===== src/rtl/ser_pkg.sv =====
// Shared types and helpers for the ser_shift_src parallel-to-serial source.
// Optional parity bit is enabled with the SER_PARITY_EN macro.
package ser_pkg;

  typedef enum logic [1:0] {
    IDLE  = 2'd0,
    SHIFT = 2'd1,
    LAST  = 2'd2,
    DONE  = 2'd3
  } ser_state_t;

  localparam int unsigned SER_WIDTH_DEFAULT = 8;

  // Bit-counter width; never narrower than one bit.
  function automatic int unsigned cnt_width(input int unsigned w);
    return (w > 2) ? $clog2(w) : 1;
  endfunction

endpackage


===== src/rtl/ser_bit_cnt.sv =====
// Tick-gated bit counter with synchronous clear and a terminal-count flag.
// The count saturates at WIDTH-1 instead of wrapping.
module ser_bit_cnt
  import ser_pkg::*;
#(
  parameter int unsigned WIDTH = SER_WIDTH_DEFAULT,
  localparam int unsigned CW   = cnt_width(WIDTH)
) (
  input  logic clk,
  input  logic rst_n,
  input  logic clr_i,
  input  logic en_i,
  output logic tc_o
);

  logic [CW-1:0] cnt_q;
  logic [CW-1:0] cnt_d;

  always_comb begin
    cnt_d = cnt_q;
    if (clr_i) begin
      cnt_d = '0;
    end else if (en_i && !tc_o) begin
      cnt_d = cnt_q + 1'b1;
    end
  end

  // NOTE: state registers use non-blocking assignments so every flop samples pre-edge values.
  always_ff @(posedge clk or negedge rst_n) begin
    if (!rst_n) begin
      cnt_q <= '0;
    end else begin
      cnt_q <= cnt_d;
    end
  end

  assign tc_o = (cnt_q == CW'(WIDTH - 1));

endmodule


===== src/rtl/ser_shift_src.sv =====
// Parallel-to-serial source driving a downstream enable/data flop pair.
// Define SER_PARITY_EN to append an even-parity bit after the data bits.
module ser_shift_src
  import ser_pkg::*;
#(
  parameter int unsigned WIDTH     = SER_WIDTH_DEFAULT,
  parameter bit          MSB_FIRST = 1'b1
) (
  input  logic             clk,
  input  logic             rst,
  input  logic             load_valid,
  output logic             load_ready,
  input  logic [WIDTH-1:0] data_in,
  input  logic             tick,
  output logic             ser_d,
  output logic             ser_en,
  output logic             busy,
  output logic             done
);

  ser_state_t       state_q, state_d;
  logic [WIDTH-1:0] sr_q, sr_d;
  logic             ser_d_q, ser_d_d;
  logic             ser_en_q, ser_en_d;
  logic             busy_q, busy_d;
  logic             done_q, done_d;
  logic             ready_q, ready_d;
  logic             cnt_clr, cnt_en, cnt_tc;
`ifdef SER_PARITY_EN
  logic             parity_q, parity_d;
`endif

  ser_bit_cnt #(.WIDTH(WIDTH)) u_bit_cnt (
    .clk   (clk),
    .rst_n (rst),
    .clr_i (cnt_clr),
    .en_i  (cnt_en),
    .tc_o  (cnt_tc)
  );

  // NOTE: every signal written here gets a default first so no latch is inferred.
  always_comb begin
    state_d = state_q;
    sr_d    = sr_q;
    cnt_clr = 1'b0;
    cnt_en  = 1'b0;
`ifdef SER_PARITY_EN
    parity_d = parity_q;
`endif
    unique case (state_q)
      IDLE: begin
        if (load_valid && ready_q) begin
          sr_d    = data_in;
          cnt_clr = 1'b1;
          state_d = SHIFT;
`ifdef SER_PARITY_EN
          parity_d = ^data_in;
`endif
        end
      end
      SHIFT: begin
        if (tick) begin
          sr_d   = MSB_FIRST ? {sr_q[WIDTH-2:0], 1'b0} : {1'b0, sr_q[WIDTH-1:1]};
          cnt_en = 1'b1;
          if (cnt_tc) begin
`ifdef SER_PARITY_EN
            state_d = LAST;
`else
            state_d = DONE;
`endif
          end
        end
      end
      LAST: begin
        if (tick) state_d = DONE;
      end
      DONE: begin
        cnt_clr = 1'b1;
        state_d = IDLE;
      end
      default: state_d = IDLE;
    endcase
  end

  // Outputs are decoded from the next state so they are registered alongside it.
  always_comb begin
    ser_en_d = (state_d == SHIFT) || (state_d == LAST);
    ser_d_d  = 1'b0;
    if (state_d == SHIFT) begin
      ser_d_d = MSB_FIRST ? sr_d[WIDTH-1] : sr_d[0];
    end
`ifdef SER_PARITY_EN
    else if (state_d == LAST) begin
      ser_d_d = parity_d;
    end
`endif
    busy_d  = ser_en_d;
    done_d  = (state_d == DONE);
    ready_d = (state_d == IDLE);
  end

  always_ff @(posedge clk or negedge rst) begin
    if (!rst) begin
      state_q  <= IDLE;
      sr_q     <= '0;
      ser_d_q  <= 1'b0;
      ser_en_q <= 1'b0;
      busy_q   <= 1'b0;
      done_q   <= 1'b0;
      ready_q  <= 1'b1;
    end else begin
      state_q  <= state_d;
      sr_q     <= sr_d;
      ser_d_q  <= ser_d_d;
      ser_en_q <= ser_en_d;
      busy_q   <= busy_d;
      done_q   <= done_d;
      ready_q  <= ready_d;
    end
  end

`ifdef SER_PARITY_EN
  always_ff @(posedge clk or negedge rst) begin
    if (!rst) parity_q <= 1'b0;
    else      parity_q <= parity_d;
  end
`endif

  assign ser_d      = ser_d_q;
  assign ser_en     = ser_en_q;
  assign busy       = busy_q;
  assign done       = done_q;
  assign load_ready = ready_q;

endmodule


===== config.mk =====
export PLATFORM = sky130hd
export DESIGN_NAME = ser_shift_src
export DESIGN_NICKNAME = d
export VERILOG_FILES = /design/src/rtl/ser_pkg.sv /design/src/rtl/ser_bit_cnt.sv /design/src/rtl/ser_shift_src.sv
export SDC_FILE = /design/constraint.sdc
export NUM_CORES = 1
export LEC_CHECK = 0
export ABC_AREA = 1
export CAP_MARGIN = 10
export CORE_MARGIN = 5
export CORE_UTILIZATION = 26
export DETAILED_ROUTE_END_ITERATION = 6
export GPL_ROUTABILITY_DRIVEN = 0
export GPL_TIMING_DRIVEN = 0
export PLACE_DENSITY = 0.51
export REMOVE_ABC_BUFFERS = 1
export SYNTH_ARGS = -nofsm -noshare
export SYNTH_HDL_FRONTEND = slang
export SYNTH_SLANG_ARGS = --single-unit

===== constraint.sdc =====
create_clock -name clk -period 1.9 [get_ports clk]
set_input_delay 0.475 -clock clk [delete_from_list [all_inputs] [get_ports clk]]
set_output_delay 0.475 -clock clk [all_outputs]
set_load 0.1 [all_outputs]

# Yosys cells after proc, flatten, opt, wreduce, memory -nomap -nowiden
# Cells that the tools add are included.
[totals]
output_inout_bits = 5
register_bits = 17
in_bits = 12
[op_classes]
muxes = 15
reduce_logical = 9
add_sub_neg = 1
n_eq_ne = 9
[ops]
columns = ["operator", "count"]
rows = [
  ["two-way mux 8 bit", 2],
  ["one-hot mux 8 bit (2 select lines)", 1],
  ["equality test 2 bit, second input constant", 4],
  ["two-way mux 2 bit", 4],
  ["one-hot mux 2 bit (4 select lines)", 1],
  ["two-way mux 3 bit", 2],
  ["equality test 2 x 1 -> 1 bit, second input constant", 2],
  ["logical NOT 2 bit", 2],
  ["two-way mux 1 bit", 4],
  ["!= test 2 bit, second input constant", 2],
  ["nonzero test 2 bit", 2],
  ["adder 3 x 1 -> 3 bit, second input constant", 1],
  ["equality test 3 bit, second input constant", 1],
  ["AND reduction 3 bit", 1],
  ["logical AND 1 bit", 2],
  ["one-hot mux 1 bit (2 select lines)", 1],
  ["logical NOT 1 bit", 1],
  ["logical OR 1 bit", 1],
]

# Depth between registers and ports, before layout
# Gate-level depths: netlist of run 1.
[logic_depth]
ltp_word = 6
mapped_depth = 10

# By module
# A second synthesis of run 1 with hierarchy kept.
[hier_totals]
cells_unflattened = 114
area_unflattened_um2 = 967.2
[modules_own_cells]
columns = ["module", "seq_area_each_um2", "area_each_um2", "n_inst", "cells_each"]
rows = [
  ["ser_shift_src", 351.6, 792.0, 1, 94],
  ["ser_bit_cnt", 75.1, 175.2, 1, 20],
]

# Worst setup path before layout of run 1
# No wires, ideal clock.
[synth_timing]
path_kind = "register to register"
from = "register ready_q (netlist: load_ready)"
to = "register ser_d_q (netlist: ser_d)"
n_path_buf = 0
setup_time_ps = 77
t_arrival_ps = 1730
synth_period_minus_slack_ps = 1808
setup_slack_ps = 92
path_stages_with_launch = 8
path_cell_list = "dfstp_2 > nand2_2 > nand2_1 > nor2_1 > a31oi_1 > ha_1 > inv_1 > a21oi_1"
[synth_via]
elab_chain_cells = 5
word_cells_on_any_way = 7
cone_classes = "eq/ne: 1; mux: 5; reduce/logical: 1"
[synth_lines]
columns = ["element", "line", "source"]
rows = [
  ["from (decl)", "ser_shift_src.sv:27", "logic ready_q, ready_d;"],
  ["from (signal assigned)", "ser_shift_src.sv:118", "ready_q <= ready_d;"],
  ["logical AND 1 bit", "ser_shift_src.sv:52", "if (load_valid && ready_q) begin"],
  ["two-way mux 2 bit", "ser_shift_src.sv:52", ""],
  ["one-hot mux 2 bit (4 select lines)", "ser_shift_src.sv:50", "unique case (state_q)"],
  ["net state_d[0]", "ser_shift_src.sv:21", "ser_state_t state_q, state_d;"],
  ["equality test 2 x 1 -> 1 bit", "ser_shift_src.sv:89", "if (state_d == SHIFT) begin"],
  ["two-way mux 1 bit", "ser_shift_src.sv:89", ""],
  ["net ser_d_d", "ser_shift_src.sv:23", "logic ser_d_q, ser_d_d;"],
  ["to (signal assigned)", "ser_shift_src.sv:114", "ser_d_q <= ser_d_d;"],
  ["to (decl)", "ser_shift_src.sv:23", ""],
]
# The timed path passes the listed nets, and every way through them passes these cells. The select of a mux whose other input is x is not followed.
# A chain may end at the register's enable or synchronous reset.

# Worst setup path in the final report of run 1
[layout_timing]
from = "register done_q (netlist: done)"
to = "output done"
[layout_rtl]
columns = ["element", "line", "source"]
rows = [
  ["from (decl)", "ser_shift_src.sv:26", "logic done_q, done_d;"],
  ["from (signal assigned)", "ser_shift_src.sv:117", "done_q <= done_d;"],
  ["to (decl)", "ser_shift_src.sv:18", "output logic done"],
]
# No word-level cell between the ends.

==> results of run 1 <==
## final cells by class
class,count,share of cell area (%)
Tap cell,48,4.834
Inverter,24,7.251
Multi-Input combinational cell,69,35.95
Clock buffer,4,3.625
Sequential cell,17,34.34
Timing Repair Buffer,17,14.00
## per-layer routing
metal  wire, um  global-route usage [%]
met1        810                   8.741
met2        985                   15.55
met3        115                   2.131
met4         33                   5.010
met5          0                       0
## cell usage in the layout (no fill, tap or decap), drive strengths merged
master | synthesis | routed
dlymetal6s2s | 0 | 1
dfrtp | 16 | 16
buf | 2 | 1
ha | 11 | 11
o21ai | 11 | 11
dfstp | 1 | 1
a31oi | 1 | 1
nand3 | 4 | 4
xor2 | 1 | 1
nor2 | 13 | 13
clkbuf | 0 | 4
clkdlybuf4s15 | 0 | 5
clkdlybuf4s50 | 0 | 10
inv | 24 | 24
a21oi | 7 | 7
o21bai | 1 | 1
nand2 | 20 | 20
## path summary, 6_finish.rpt
kind | from | to | slack (ns) | depth (start not counted)
setup reg to reg | state_q[0] | ser_d | 0.18 | 8
hold reg to reg | sr_q[7] | sr_q[7] | 0.48 | 2
max in group asynchronous | rst | sr_q[6] | 0.72 | 1
min in group asynchronous | rst | sr_q[1] | 0.68 | 1
hold / removal | sr_q[7] | sr_q[7] | 0.48 | 2
setup / recovery | done | done | 0.03 | 1
## timing repair
action                                  4_1_cts  5_1_grt
hold buffers                                  0        0
pin swaps                                     0        2
buffers inserted                              0        1
resized for setup                            13        5
endpoints found under the setup margin        5        4
## sequential cells by signal, indices dropped and copies added (netlist names)
name and cells:
busy 1, done 1, load_ready 1, ser_d 1
sr_q 8, state_q 2, u_bit_cnt.cnt_q 3
## metrics by stage
step / power (mW) / cells
after CTS: 1.900 / 178
after detailed placement: 1.634 / 174
final: 1.917 / 179
after global routing: 2.070 / 179
after floorplan: 1.378 / 110
after global placement: 1.595 / 174
## power breakdown
| group | switching [mW] | leakage (nW) | internal (mW) |
|---|---|---|---|
| Sequential | 0.0842 | 0.221 | 0.502 |
| Combinational | 0.761 | 0.366 | 0.290 |
| Clock | 0.130 | 0.0228 | 0.149 |
## cells in the mapped netlist
| master | n |
|---|---|
| sky130_fd_sc_hd__a21oi_1 | 7 |
| sky130_fd_sc_hd__a31oi_1 | 1 |
| sky130_fd_sc_hd__buf_4 | 1 |
| sky130_fd_sc_hd__buf_6 | 1 |
| sky130_fd_sc_hd__dfrtp_1 | 16 |
| sky130_fd_sc_hd__dfstp_2 | 1 |
| sky130_fd_sc_hd__ha_1 | 11 |
| sky130_fd_sc_hd__inv_1 | 23 |
| sky130_fd_sc_hd__inv_2 | 1 |
| sky130_fd_sc_hd__nand2_1 | 18 |
| sky130_fd_sc_hd__nand2_2 | 2 |
| sky130_fd_sc_hd__nand3_1 | 3 |
| sky130_fd_sc_hd__nand3_4 | 1 |
| sky130_fd_sc_hd__nor2_1 | 12 |
| sky130_fd_sc_hd__nor2_4 | 1 |
| sky130_fd_sc_hd__o21ai_0 | 4 |
| sky130_fd_sc_hd__o21ai_1 | 4 |
| sky130_fd_sc_hd__o21ai_2 | 3 |
| sky130_fd_sc_hd__o21bai_1 | 1 |
| sky130_fd_sc_hd__xor2_1 | 1 |
## cells by family (layout without fill, tap and decap cells)
group / count (synthesis) / in the layout
buf+inv: 26 / 45
xor+xnor: 1 / 1
fa+ha+maj: 11 / 11
simple gates: 37 / 37
flops: 17 / 17
compound gates: 20 / 20
==> summary.txt, run 1 <==
==================================================================================
Result of the run                                                     complete, no violations
Post-synthesis register bit count                                               17
Die height                                                                70.95 um
Count of unresolved DRC violations after routing                                 0
DRT iter0 DRCs                                                                  38
Remaining number of nets flagged by the antenna check after routing              0
Number of CTS-inserted buffers                                                   3
Width of the chip                                                         70.95 um
Global-route usage over all layers                                          8.537%
Routed wire length                                                         1944 um
Remaining Overflow, GRT                                                          0
Maximum ir drop on the vdd rail                                           400.6 uV
Biggest area consumer among synthesized cells                         sky130_fd_sc_hd__dfrtp_1
Setup slack at placement                                                -0.2475 ns
Cell at the slowest stage of the critical path                        sky130_fd_sc_hd__clkdlybuf4s15_1
Minimum setup slack in the final design                                 0.02539 ns
Layout overhead on the synthesized area                                     28.63%
Via count of the first global-routing pass                                     792
Layout Skew                                                            0.001223 ns
Worst Hold Margin                                                        0.4767 ns
Pwr Density                                                           1543 mW/mm^2
Number of buffers on the longest clock path                                      2
Maximum fanout along the worst path                                              1
Reported max-cap violation count                                                 0
Class of the most critical setup path                                 flop to output port
RSZ-0062 raised after global routing                                          true
Worst slew margin                                                           36.98%
Clock tree from TritonCTS                                                    built
Die Area                                                              0.005034 mm^2
Register clock-pin slew on the reported worst setup and hold paths         0.07 ns
I/O Buffers                                                                     16
Number of hold-slack violations in the final timing report                       0
Share of the synthesized area in compound gates (AO/OA/AOI/OAI)             11.92%
Half-perimeter wire length after detailed placement                        1423 um
Area used by multi-input combinational logic                            446.7 um^2
Series of cell instances along the critical path                      clkdlybuf4s15_1
Number of distinct library cells after synthesis                                20
Clock H-tree levels                                                              1
Worst slew pin tran                                                      0.9491 ns
Synth warnings                                                                   0
Antenna violations before repair                                                 0
Top post-synthesis cells by area                                      sky130_fd_sc_hd__dfrtp_1 41%, sky130_fd_sc_hd__ha_1 14%, sky130_fd_sc_hd__inv_1 8.9%
Final worst-path cycle share                                                98.66%
Total standard cell area after synthesis                                965.9 um^2
Global-route wire length before repair                                     3401 um
Fin area                                                              0.001242 mm^2
Syn avg cell area                                                       8.624 um^2
Final Util                                                                  34.19%
Simple-gate share of the synthesized area                                   17.49%
Share of cells above drive strength 1                                       14.50%
Crit path arrival time                                                     1.40 ns
Core area                                                             0.003633 mm^2
Synthesized netlist cell count                                                 112
Setup-failing EPs final                                                          0
Min-delay worst type                                                  flop to flop
Combinational family with the most area after synthesis               simple AND/OR/NAND/NOR gates
Startpoint types                                                              flop
Std-Cell Rows                                                                   22
Fraction of synthesized cell area taken by the top area cell type           41.45%
Multiplexer area fraction after synthesis                                       0%
1st-pass router iterations                                                       4
Diodes inserted                                                                  0
Gate family responsible for the most delay along the worst path       buffers and inverters
Mean number of vias per cell                                                 4.095
Clock Root Buffer                                                     sky130_fd_sc_hd__clkbuf_8
Synth Area in Adders                                                        14.25%
Largest stage delay, worst path                                            0.81 ns
Highest clock frequency the design can meet                              533.4 MHz
Leakage component of the power                                           0.6101 nW
Filler cell count in the final layout                                          379
Worst-skew pair later-pin latency                                          0.26 ns
Storage element area                                                    426.7 um^2
Number of ports placed on the die boundary                                      17
Setup Total Neg Slack                                                         0 ns
Final Critical Period                                                     1.875 ns
Initial Util                                                                26.58%
Sequential share of the synthesized area                                    44.17%
Number of buffers and inverters on the critical path                             1
Post-DP Area                                                          0.001167 mm^2
CP required                                                                1.42 ns
Maximum number of pins on one net before global-route repair                    18
Via count                                                                      733
Critical Path Sink Type                                                output port
Clock sink count                                                                17
Routed len/inst                                                           10.86 um
Xor/xnor share of the synthesized area                                     0.9067%
Final slew viol count                                                            0
Nets                                                                           155
==================================================================================
No activity file was read; power rests on OpenSTA's default activity.
==> run 2, diff against run 1 <==
--- a/config.mk
+++ b/config.mk
@@ -6,7 +6,7 @@
 export NUM_CORES = 1
 export LEC_CHECK = 0
 export ABC_AREA = 1
-export CAP_MARGIN = 10
+export CAP_MARGIN = 15
 export CORE_MARGIN = 5
 export CORE_UTILIZATION = 26
 export DETAILED_ROUTE_END_ITERATION = 6
==> results of run 2 <==
Same layout as run 1: the final DEF is identical, and so are final timing and power.
==> run 3, diff against run 2 <==
--- a/config.mk
+++ b/config.mk
@@ -7,7 +7,7 @@
 export LEC_CHECK = 0
 export ABC_AREA = 1
 export CAP_MARGIN = 15
-export CORE_MARGIN = 5
+export CORE_MARGIN = 3
 export CORE_UTILIZATION = 26
 export DETAILED_ROUTE_END_ITERATION = 6
 export GPL_ROUTABILITY_DRIVEN = 0
==> summary.txt, run 3 (synthesized netlist as in run 1, its figures left out) <==
==================================================================================
Die height                                                                66.95 um
Layout Skew                                                            0.004365 ns
DRT iter0 DRCs                                                                  43
Worst flop-to-flop path startpoint                                      state_q[1]
Half-perimeter wire length after detailed placement                        1321 um
Internal power consumption                                                928.9 uW
Remaining number of nets flagged by the antenna check after routing              0
Top routing layer in use                                                      met4
Nets                                                                           155
Clock tree from TritonCTS                                                    built
Registers with the most flip-flops                                    sr_q x8, u_bit_cnt.cnt_q x3, state_q x2
Depth of the worst hold-timing path                                              2
Number of hold-slack violations in the final timing report                       0
Via count of the first global-routing pass                                     684
WL met2                                                                     850 um
Worst-skew pair later-pin latency                                          0.25 ns
Startpoint types                                                              flop
Result of the run                                                     complete, no violations
Std-Cell Rows                                                                   21
Final Critical Period                                                     1.832 ns
Maximum ir drop on the vdd rail                                           368.2 uV
Switch Pwr                                                                949.5 uW
Cell count of the worst reg-to-reg path                                         10
Worst slew margin                                                           48.93%
Met1 Wirelength                                                             790 um
Startpoint of the worst hold path                                          sr_q[0]
Final slew viol count                                                            0
Storage element area                                                    426.7 um^2
RSZ-0062 raised after global routing                                         false
Most used cells in the layout excluding fill and tap cells            23 x sky130_fd_sc_hd__inv_1, 17 x sky130_fd_sc_hd__nand2_1, 16 x sky130_fd_sc_hd__dfrtp_1
Routed len/inst                                                           9.915 um
Number of buffers and inverters on the critical path                             1
Number of CTS-inserted buffers                                                   3
Remaining Overflow, GRT                                                          0
Worst min-delay path endpoint                                              sr_q[0]
Global-route wire length before repair                                     2967 um
Critical Path Sink Type                                                output port
Share of cells above drive strength 1                                       16.03%
Antenna violations before repair                                                 0
CP required                                                                1.42 ns
Number of flip-flops under the largest register name                             8
Min-delay worst type                                                  flop to flop
Setup slack at placement                                                -0.2361 ns
Number of buffers on the longest clock path                                      2
Series of cell instances along the critical path                      clkdlybuf4s15_2
Total power consumption of the routed design                              1.878 mW
Sequential fraction of design power                                          30.6%
Final Util                                                                  35.53%
Area used by multi-input combinational logic                            444.2 um^2
Register clock-pin slew on the reported worst setup and hold paths         0.07 ns
Global-route usage over all layers                                          9.123%
Gate family responsible for the most delay along the worst path         flip-flops
Maximum number of pins on one net before global-route repair                    18
Leakage component of the power                                           0.6040 nW
Worst Hold Margin                                                        0.4779 ns
Filler cell count in the final layout                                          378
Count of unresolved DRC violations after routing                                 0
Clock sink count                                                                17
Setup-failing EPs final                                                          0
Initial Util                                                                27.85%
Share of power burned in the clock network                                   14.3%
1st-pass router iterations                                                       4
Switching fraction of total power                                           50.55%
R2R setup slack                                                            0.19 ns
Core area                                                             0.003468 mm^2
Part of the total power dissipated in combinational logic                    55.0%
Pwr Density                                                           1524 mW/mm^2
Final worst-path cycle share                                                96.42%
Mean number of vias per cell                                                 4.079
Most flops, register                                                          sr_q
Highest clock frequency the design can meet                              545.8 MHz
Crit path arrival time                                                     1.36 ns
Cell at the slowest stage of the critical path                        sky130_fd_sc_hd__dfstp_2
Maximum fanout along the worst path                                              3
Diodes inserted                                                                  0
Reported max-cap violation count                                                 0
Via count                                                                      722
Largest stage delay, worst path                                            0.55 ns
Most common library cell in the layout ignoring fill and taps         sky130_fd_sc_hd__inv_1
Number of ports placed on the die boundary                                      17
Clock Root Buffer                                                     sky130_fd_sc_hd__clkbuf_8
Endpoint of the lowest-slack register-to-register path                       ser_d
Worst slew pin tran                                                      0.7637 ns
Minimum setup slack in the final design                                 0.06796 ns
Class of the most critical setup path                                 flop to output port
Clock H-tree levels                                                              1
Detail Route met3 WL                                                         62 um
Layout overhead on the synthesized area                                     27.59%
Width of the chip                                                         66.95 um
I/O Buffers                                                                     16
Die Area                                                              0.004482 mm^2
Routed wire length                                                         1755 um
==================================================================================
[run 3: repair_timing]
| item | 4_1_cts | 5_1_grt |
|---|---|---|
| setup buffers | 0 | 1 |
| hold endpoints to repair | 0 | 0 |
| endpoints found under the setup margin | 5 | 3 |
| hold buffers | 0 | 0 |
| gates resized for setup | 14 | 4 |
[run 3: worst min-delay path: cells and delay by family (launching register included)]
| kind | cells | cell delay, ns |
|---|---|---|
| AOI/OAI and AO/OA | 1 | 0.05 |
| DFF | 1 | 0.34 |
| and+or+nand+nor | 1 | 0.06 |
[run 3: area by class of cell]
cell class | count | share of cell area (%)
Clock inverter | 1 | 0.4061
Sequential cell | 17 | 34.62
Timing Repair Buffer | 17 | 13.60
Inverter | 24 | 7.310
Tap cell | 46 | 4.670
Multi-Input combinational cell | 69 | 36.04
Clock buffer | 3 | 3.350
[run 3: power groups by stage]
stage	sequential [mW]	clock [mW]	combinational (mW)
CTS	0.581	0.285	1.03
finish	0.576	0.269	1.03
floorplan	0.923	0	0.455
global route	0.595	0.305	1.16
global placement	0.580	0	1.02
detailed placement	0.588	0	1.04
[run 3: metrics by stage]
| stage | cell area, um^2 | instances | TNS (ns) |
|---|---|---|---|
| final | 1232 | 177 | 0 |
| after global routing | 1232 | 177 | 0 |
| after CTS | 1216 | 176 | 0 |
| after detailed placement | 1165 | 172 | -0.7483 |
| after global placement | 1165 | 172 | -0.7123 |
| after floorplan | 947.2 | 110 | -0.1074 |
[run 3: routing by layer]
layer / GRT usage (%) / up-vias
met5: 0 / -
li1: - / 382
met4: 6.076 / 0
met3: 2.024 / 5
met2: 14.36 / 12
met1: 11.02 / 323
[run 3: worst max-delay path by stage]
stage	startpoint	end	slack [ns]	depth (start not counted)
after floorplan	busy	busy	-0.05	0
after global placement	load_ready	load_ready	-0.24	1
after global routing	state_q[0]	ser_d	0.008	8
final	load_ready	load_ready	0.07	1
after CTS	state_q[1]	ser_d	0.008	10
after detailed placement	load_ready	load_ready	-0.24	1
